### src/rtl/demux2_8b_buf_pkg.sv
// rtl/demux2_8b_buf_pkg.sv - shared types and sizes for the buffered 1-to-2 byte demux
package Demux_pkg;

    localparam int DEPTH = 2;
    localparam int CNT_W = 2;

    typedef logic [7:0]       byte_t;
    typedef logic [CNT_W-1:0] count_t;

    localparam count_t FULL_COUNT  = count_t'(DEPTH);
    localparam count_t EMPTY_COUNT = '0;

endpackage

### src/rtl/demux2_8b_buf_fifo.sv
// rtl/demux2_8b_buf_fifo.sv - 2-entry byte FIFO with registered occupancy
module Fifo2_8b_RTL
    import Demux_pkg::*;
(
    input  logic   clk,
    input  logic   reset,
    input  logic   enq_val,
    input  byte_t  enq_data,
    output logic   full,
    input  logic   deq_rdy,
    output logic   deq_val,
    output byte_t  deq_data,
    output count_t count
);

    byte_t  entries_q [DEPTH];
    byte_t  entries_d [DEPTH];
    logic   wr_ptr_q, wr_ptr_d;
    logic   rd_ptr_q, rd_ptr_d;
    count_t count_q, count_d;
    logic   do_enq;
    logic   do_deq;

    // Next-state: enqueue refused when full, dequeue only when non-empty; reset wins over both.
    always_comb begin
        do_enq   = enq_val && (count_q != FULL_COUNT);
        do_deq   = deq_rdy && (count_q != EMPTY_COUNT);
        entries_d = entries_q;
        wr_ptr_d = wr_ptr_q;
        rd_ptr_d = rd_ptr_q;
        count_d  = count_q;
        if (reset) begin
            for (int i = 0; i < DEPTH; i++) begin
                entries_d[i] = '0;
            end
            wr_ptr_d = 1'b0;
            rd_ptr_d = 1'b0;
            count_d  = EMPTY_COUNT;
        end else begin
            if (do_enq) begin
                entries_d[wr_ptr_q] = enq_data;
                wr_ptr_d            = ~wr_ptr_q;
            end
            if (do_deq) begin
                rd_ptr_d = ~rd_ptr_q;
            end
            case ({do_enq, do_deq})
                2'b10:   count_d = count_q + count_t'(1);
                2'b01:   count_d = count_q - count_t'(1);
                default: count_d = count_q;
            endcase
        end
    end

    // State registers.
    always_ff @(posedge clk) begin
        entries_q <= entries_d;
        wr_ptr_q  <= wr_ptr_d;
        rd_ptr_q  <= rd_ptr_d;
        count_q   <= count_d;
    end

    assign full     = (count_q == FULL_COUNT);
    assign deq_val  = (count_q != EMPTY_COUNT);
    assign deq_data = deq_val ? entries_q[rd_ptr_q] : 8'h00;
    assign count    = count_q;

endmodule

### src/rtl/demux2_8b_buf.sv
// rtl/demux2_8b_buf.sv - steers one input byte stream into two independently buffered channels
module demux2_8b_buf
    import Demux_pkg::*;
(
    input  logic       clk,
    input  logic       reset,
    input  logic [7:0] in,
    input  logic       in_val,
    input  logic       sel,
    output logic       in_rdy,
    output logic [7:0] out0,
    output logic       out0_val,
    input  logic       out0_rdy,
    output logic [1:0] count0,
    output logic [7:0] out1,
    output logic       out1_val,
    input  logic       out1_rdy,
    output logic [1:0] count1
);

    logic full0;
    logic full1;
    logic enq0;
    logic enq1;

    // Ready depends only on the selected channel's registered fullness, never on consumer ready.
    always_comb begin
        in_rdy = !reset && !(sel ? full1 : full0);
        enq0   = in_val && in_rdy && !sel;
        enq1   = in_val && in_rdy &&  sel;
    end

    Fifo2_8b_RTL u_fifo0 (
        .clk      (clk),
        .reset    (reset),
        .enq_val  (enq0),
        .enq_data (in),
        .full     (full0),
        .deq_rdy  (out0_rdy),
        .deq_val  (out0_val),
        .deq_data (out0),
        .count    (count0)
    );

    Fifo2_8b_RTL u_fifo1 (
        .clk      (clk),
        .reset    (reset),
        .enq_val  (enq1),
        .enq_data (in),
        .full     (full1),
        .deq_rdy  (out1_rdy),
        .deq_val  (out1_val),
        .deq_data (out1),
        .count    (count1)
    );

endmodule

### config.mk
export PLATFORM = sky130hd
export DESIGN_NAME = demux2_8b_buf
export DESIGN_NICKNAME = d
export VERILOG_FILES = /design/src/rtl/demux2_8b_buf_pkg.sv /design/src/rtl/demux2_8b_buf_fifo.sv /design/src/rtl/demux2_8b_buf.sv
export SDC_FILE = /design/constraint.sdc
export NUM_CORES = 1
export LEC_CHECK = 0
export CAP_MARGIN = 40
export CORE_UTILIZATION = 40
export DETAILED_ROUTE_END_ITERATION = 12
export PLACE_DENSITY_LB_ADDON = 0.15
export SETUP_SLACK_MARGIN = 0.05
export SLEW_MARGIN = 20
export SYNTH_ARGS = -nofsm -noshare
export SYNTH_HDL_FRONTEND = slang
export SYNTH_SLANG_ARGS = --single-unit
### constraint.sdc
create_clock -name clk -period 1.58 [get_ports clk]
set_input_delay 0.316 -clock clk [delete_from_list [all_inputs] [get_ports clk]]
set_output_delay 0.316 -clock clk [all_outputs]
set_load 0.05 [all_outputs]
==> impl_metrics.json <==
{
  "synth_area_leaders": "dfxtp_1 (41%), mux2_2 (8.6%), mux2i_1 (8.1%)",
  "synth_flop_cell": "dfxtp_1",
  "final_cell_mix": "dfxtp_1 (34), buf_4 (29), buf_12 (23)",
  "die-height_um": 72.1,
  "synth_edf_count": 0,
  "skew_ns": 0.00494,
  "routedWlPerCell_um": 14.1,
  "vias": 1761,
  "grt_max_degree": 18,
  "grt_pass1_wl_um": 8020,
  "arrival_ns": 1.29,
  "final_common_cell": "dfxtp_1",
  "hold_class": "register to register",
  "row_count": 25,
  "async_flop_share_pct": 0,
  "status": "finished with violations",
  "grt_pass1_vias": 1737,
  "crit_path_start_kind": "register",
  "cts_tree": "done",
  "numClockSinks": 40,
  "num_antenna_cells": 0,
  "dp_hpwl_um": 3130,
  "synthMuxAreaShare_pct": 17.3,
  "rrSetupSlack_ns": 0.06,
  "synth_compound_gate_area_share_pct": 11.2,
  "max_freq_ghz": 0.621,
  "worst_slew_pin_slew_ns": 0.343,
  "setup_viol": 17,
  "synth.yosys.warnings": 0,
  "busiest_layer": "met2",
  "cp-end-kind": "output port",
  "cap_viol_max_count": 0,
  "finalNonFillerCells": 349,
  "fin_crit_sh_pct": 102,
  "drv_slew": 0,
  "violations": "setup timing",
  "use_met3_pct": 3.75,
  "drtPass1Iterations": 4,
  "syn_inst": 215,
  "gp_congestion": 0.802,
  "rr_startpoint": "u_fifo0.count[0]",
  "dieArea_um2": 5200,
  "reg2reg_to": "u_fifo0.count[1]",
  "drc": 0,
  "io_buffers": 36,
  "synth_top_area_share_pct": 40.7,
  "clkLatencyLatePin_ns": 0.30,
  "root_buffer": "clkbuf_8",
  "synth-seq-cells": 40,
  "cts_buffer_depth": 2,
  "core_um2": 4720,
  "required_ns": 1.26,
  "syn_nets": 231,
  "critPathCapture": "in_rdy",
  "dieWidth_um": 72.1,
  "synth_top_family_by_area": "simple AND/OR/NAND/NOR gates",
  "yosys.area_share.simple_pct": 21.8,
  "postRouteAntennaNets": 0,
  "grt_use_total_pct": 20.3,
  "initial_core_util_pct": 41.6,
  "crit_start": "u_fifo1.count[1]",
  "clkTransAtPathRegs_ns": 0.08,
  "grt_remaining_overflow": 0,
  "yosysSeqAreaShare_pct": 40.7,
  "use_met2_pct": 33.0,
  "viasPerCell": 5.05,
  "cts_buffers": 5,
  "drive_gt1_share_pct": 48.9,
  "synthesis.area_um2": 1970,
  "htree_num_levels": 2,
  "syn_to_final_growth_pct": 68.4,
  "rsz0062_at_grt": "yes",
  "synth_largest_area_cell": "dfxtp_1",
  "nFillCells": 350,
  "drtIter0Drc": 77,
  "final_core_util_pct": 70.1,
  "total_power_uw": 3340,
  "min_from": "u_fifo1.entries_q[14]",
  "ys_types": 34,
  "synth_fa_ha_area_share_pct": 1.27,
  "timing.final.ws_setup_ns": -0.0308,
  "dp.cells": 325,
  "cp_max_fo": 7,
  "ir_drop_mv": 0.567,
  "r2r_cells": 7,
  "p_leak_uw": 0.00121,
  "antenna_found_initial": 0,
  "routed_wl_um": 4940,
  "power_density_nw_per_um2": 1010,
  "use_met1_pct": 26.0,
  "hold_violations": 0,
  "nNetsFinal": 297,
  "syn_area_per_cell_um2": 9.15,
  "detailedPlace.worstSlack_ns": -0.373,
  "io_pins": 37,
  "synth_xor_area_share_pct": 2.67,
  "worstSetupPathType": "register to output port",
  "relSlewSlack_pct": 76.8,
  "fin_hold_ws_ns": 0.510,
  "fin_crit_ns": 1.61
}
[Yosys cell counts (2+ instances only)]
library cell and number:
a21oi_1 19, buf_2 9, buf_4 3, dfxtp_1 40, ha_1 2, inv_1 5
mux2_2 15, mux2i_1 16, nand3_1 17, nor2_1 25, nor2b_1 17, o21ai_0 20
or3_1 2, xnor2_1 2, xor2_1 4
[through the flow]
stage          TNS [ns]  area, um2
2_1_floorplan    -0.135       2120
3_3_place_gp      -9.07       2840
3_5_place_dp      -9.33       2840
4_1_cts          -0.146       3220
5_1_grt          -0.946       3310
6_report         -0.295       3310
[cell families after synthesis]
logic type	count (synthesis)
xor+xnor	6
mux	32
simple gates	73
compound gates	42
fa+ha+maj	2
flops	40
buf+inv	20
[timing repair]
action / in CTS / in global routing
endpoints found under the setup margin: 28 / 22
resized for setup: 46 / 14
pin swaps: 6 / 6
gates cloned: 3 / 0
buffers inserted: 8 / 5
hold buffers: 0 / 0
[worst min-delay path by stage]
stage / end / cells past startpoint
after floorplan: u_fifo0.entries_q[1] / 1
after global placement: u_fifo1.entries_q[9] / 2
after detailed placement: u_fifo1.entries_q[8] / 2
after CTS: u_fifo1.entries_q[11] / 2
after global routing: u_fifo1.entries_q[11] / 2
final: u_fifo1.entries_q[14] / 2
[state kept, by name, indices dropped and copies added (netlist names)]
name               flops
u_fifo0.rd_ptr_q       1
u_fifo1.rd_ptr_q       1
u_fifo0.entries_q     16
u_fifo1.entries_q     16
u_fifo1.count          2
u_fifo0.count          2
u_fifo1.wr_ptr_q       1
u_fifo0.wr_ptr_q       1
[power breakdown]
group / leakage, uW / total (uW) / switching, uW / internal (uW)
sequential: 0.000329 / 1150 / 71.0 / 1080
clock: 0.0000596 / 838 / 385 / 453
combinational: 0.000817 / 1360 / 670 / 686
total: 0.00121 / 3340 / 1130 / 2220
[layer usage]
layer / wire [um] / vias up / part of all wire (%)
met3: 158 / 8 / 3.2
li1: - / 876 / -
met4: 93 / 0 / 1.9
met5: 0 / - / 0
met2: 2480 / 32 / 50
met1: 2210 / 845 / 45
[layout make-up]
cell class	instances	area, um2	share of cell area [%]
Multi-Input combinational cell	155	1350	40.6
Timing Repair Buffer	74	921	27.8
Sequential cell	40	821	24.8
Clock buffer	7	108	3.25
Tap cell	67	83.8	2.53
Inverter	5	25.0	0.756
Clock inverter	1	8.76	0.264
[worst max-delay path: stages (launching register included)]
cell      delay [ns]
dfxtp_4         0.39
nor2b_2         0.18
a211oi_4        0.24
buf_12          0.17
Power figures use the tool's default switching activity.
==> RTL edit: new RTL, same settings <==
Register the output `count1`, without a reset; this adds one clock of latency there. The other outputs are not delayed to match.
--- a/src/rtl/demux2_8b_buf.sv
+++ b/src/rtl/demux2_8b_buf.sv
@@ -18,4 +18,6 @@
     output logic [1:0] count1
 );
+
+    logic [1:0] count1_d;
 
     logic full0;
@@ -52,6 +54,10 @@
         .deq_val  (out1_val),
         .deq_data (out1),
-        .count    (count1)
+        .count    (count1_d)
     );
+
+    always_ff @(posedge clk) begin
+        count1 <= count1_d;
+    end
 
 endmodule
Formal check against the unedited RTL: not equivalent (a bounded check fails within 4 cycles, from zero or initial values and one cycle with reset high).
==> RTL edit against the unedited design <==
The run still ends with setup timing left. Sequential cell count is 2 higher. Critical path type unchanged. Synthesized cell count rose by 1.9%. Setup slack hardly changed. Final area rose by 1.9%. Die area increased by 2.0%. Sequential power is 6% higher. Wire length increased by 6.9%. Area after synthesis is 2.1% higher. Via count up 2.7%. Total power grew 2.4%.
==> RTL edit: results (changes against the unedited design) <==
| Metric | Value |
|---|---|
| Status | `finished, violations left` |
| Failing checks | `setup timing` |
| Total track usage | `21.3% (+0.97 points)` |
| Synth top cells by count | `dfxtp_1, nor2_1, mux2i_1, o21ai_0, a21oi_1` |
| Switching pwr | `1.17 mW (+4.2%)` |
| Vias | `1809 (+2.7%)` |
| Endpoints failing setup | `11 (-6)` |
| Family with the most delay on the worst path | `flip-flops` |
| Static Leak | `1.25 nW (+3.4%)` |
| Pre-CTS setup slack | `-0.340 ns (+0.0334 ns)` |
| Maximum VDD drop | `588 uV (+3.7%)` |
| Setup TNS | `-0.0906 ns (+0.205 ns)` |
| Gpl congestion | `0.748 (-6.8%)` |
| Final net count | `304 (+2.4%)` |
| Synthesized area | `2010 sq um (+2.1%)` |
| DP HPWL | `3.19 mm (+1.8%)` |
| Placed Instances | `332 (+2.2%)` |
| Worst-path clk slew | `0.08 ns (about the same)` |
| CTS buffer count | `5 (unchanged)` |
| Synth Area per Inst | `9.17 sq um (+0.23%)` |
| Final worst setup slack | `-0.0308 ns (-0.0000176 ns)` |
| CP max stage delay | `0.38 ns` |
| Syn_nets | `235 (+1.7%)` |
| Top FF cell, synth | `dfxtp_1` |
| Crit-path slowest cell | `dfxtp_4` |
| Starting Density | `42.0% (+0.32 points)` |
| Clock latency on the worst-skew pair | `0.29 ns` |
| Pre-Repair DR Iteration Count | `4 (unchanged)` |
| H-Tree Level Count | `2 (unchanged)` |
| Layout Skew | `0.00565 ns (+0.000716 ns)` |
| Max FO, Critical Path | `5 (-2)` |
| Power Density | `1010 nW/um^2 (+0.46%)` |
| Ranking of synthesized cells by area | `dfxtp_1, mux2i_1, mux2_2` |
| Sequential share of power | `35.6% (+1.2 points)` |
| 1st-iter DRT viols | `48 (-38%)` |
| Clk pwr | `0.792 mW (-5.5%)` |
| First-pass GRT wire length | `8.46 mm (+5.4%)` |
| Seq/Total Area, Yosys | `41.9% (+1.2 points)` |
| Top Registers | `u_fifo0.entries_q (16), u_fifo1.entries_q (16)` |
| Fill cell count | `359 (+2.6%)` |
| Wirelength, routed | `5.28 mm (+6.9%)` |
| CTS Root Cell | `clkbuf_8` |
| DP Area | `2740 sq um (-3.7%)` |
| Slew margin rel. | `82.2% (+5.4 points)` |
| Largest net degree at the start of global routing | `25 (+7)` |
| Yosys cell types | `31 (-8.8%)` |
| Share of cells above drive strength 1 | `49.1% (+0.20 points)` |
| Routed length per instance | `14.8 um (+4.8%)` |
==> RTL edit: cell types whose count changed in the layout (fill, tap and decap cells not counted), moves of 3 or more <==
cell	before	now
nor2_2	10	6
buf_12	23	14
nor2_4	10	14
buf_4	29	32
nor2b_1	16	12
buf_6	5	14
nand2b_1	0	5
mux2i_4	8	14
mux2_2	15	12
==> RTL edit: layout make-up <==
| cell class | instances | area, sq um | share of cell area [%] |
|---|---|---|---|
| inverter | 7 | 31.3 | 0.927 |
| clock inverter | 1 | 6.26 | 0.185 |
| clock buffer | 7 | 97.6 | 2.89 |
| timing repair buffer | 77 | 861 | 25.5 |
| sequential | 42 | 858 | 25.4 |
| multi-input combinational | 155 | 1440 | 42.6 |
| tap | 67 | 83.8 | 2.48 |
==> RTL edit: cell families after synthesis <==
group	Yosys count	share of synthesized area [%]
DFF	42	41.9
buffers and inverters	22	5.11
AOI/OAI and AO/OA	42	11.0
xor gates and xnor gates	6	2.62
muxes	32	16.7
and+or+nand+nor	73	21.5
adders and majority gates	2	1.25
==> RTL edit: what timing repair did <==
action,in CTS,in global routing
buffers inserted,11,2
pin swaps,7,6
hold buffers,0,0
gates cloned,3,0
hold endpoints to repair,0,0
endpoints found under the setup margin,21,21
gates resized for setup,70,34
==> RTL edit: final timing paths <==
path,from,to,slack [ns],cells past startpoint
max,u_fifo0.rd_ptr_q,out0[1],-0.03,4
min,u_fifo1.count[0],count1[0],0.39,0
max reg2reg,u_fifo0.count[1],u_fifo0.count[1],0.01,8
min reg2reg,u_fifo1.count[0],count1[0],0.39,0
==> RTL edit: per-layer routing <==
metal	share of wire, %	global-route usage [%]	up-vias
li1	-	-	897
met1	44	26.1	863
met2	51	37.2	42
met3	3.7	4.97	7
met4	1.2	5.88	0
met5	0	0	-
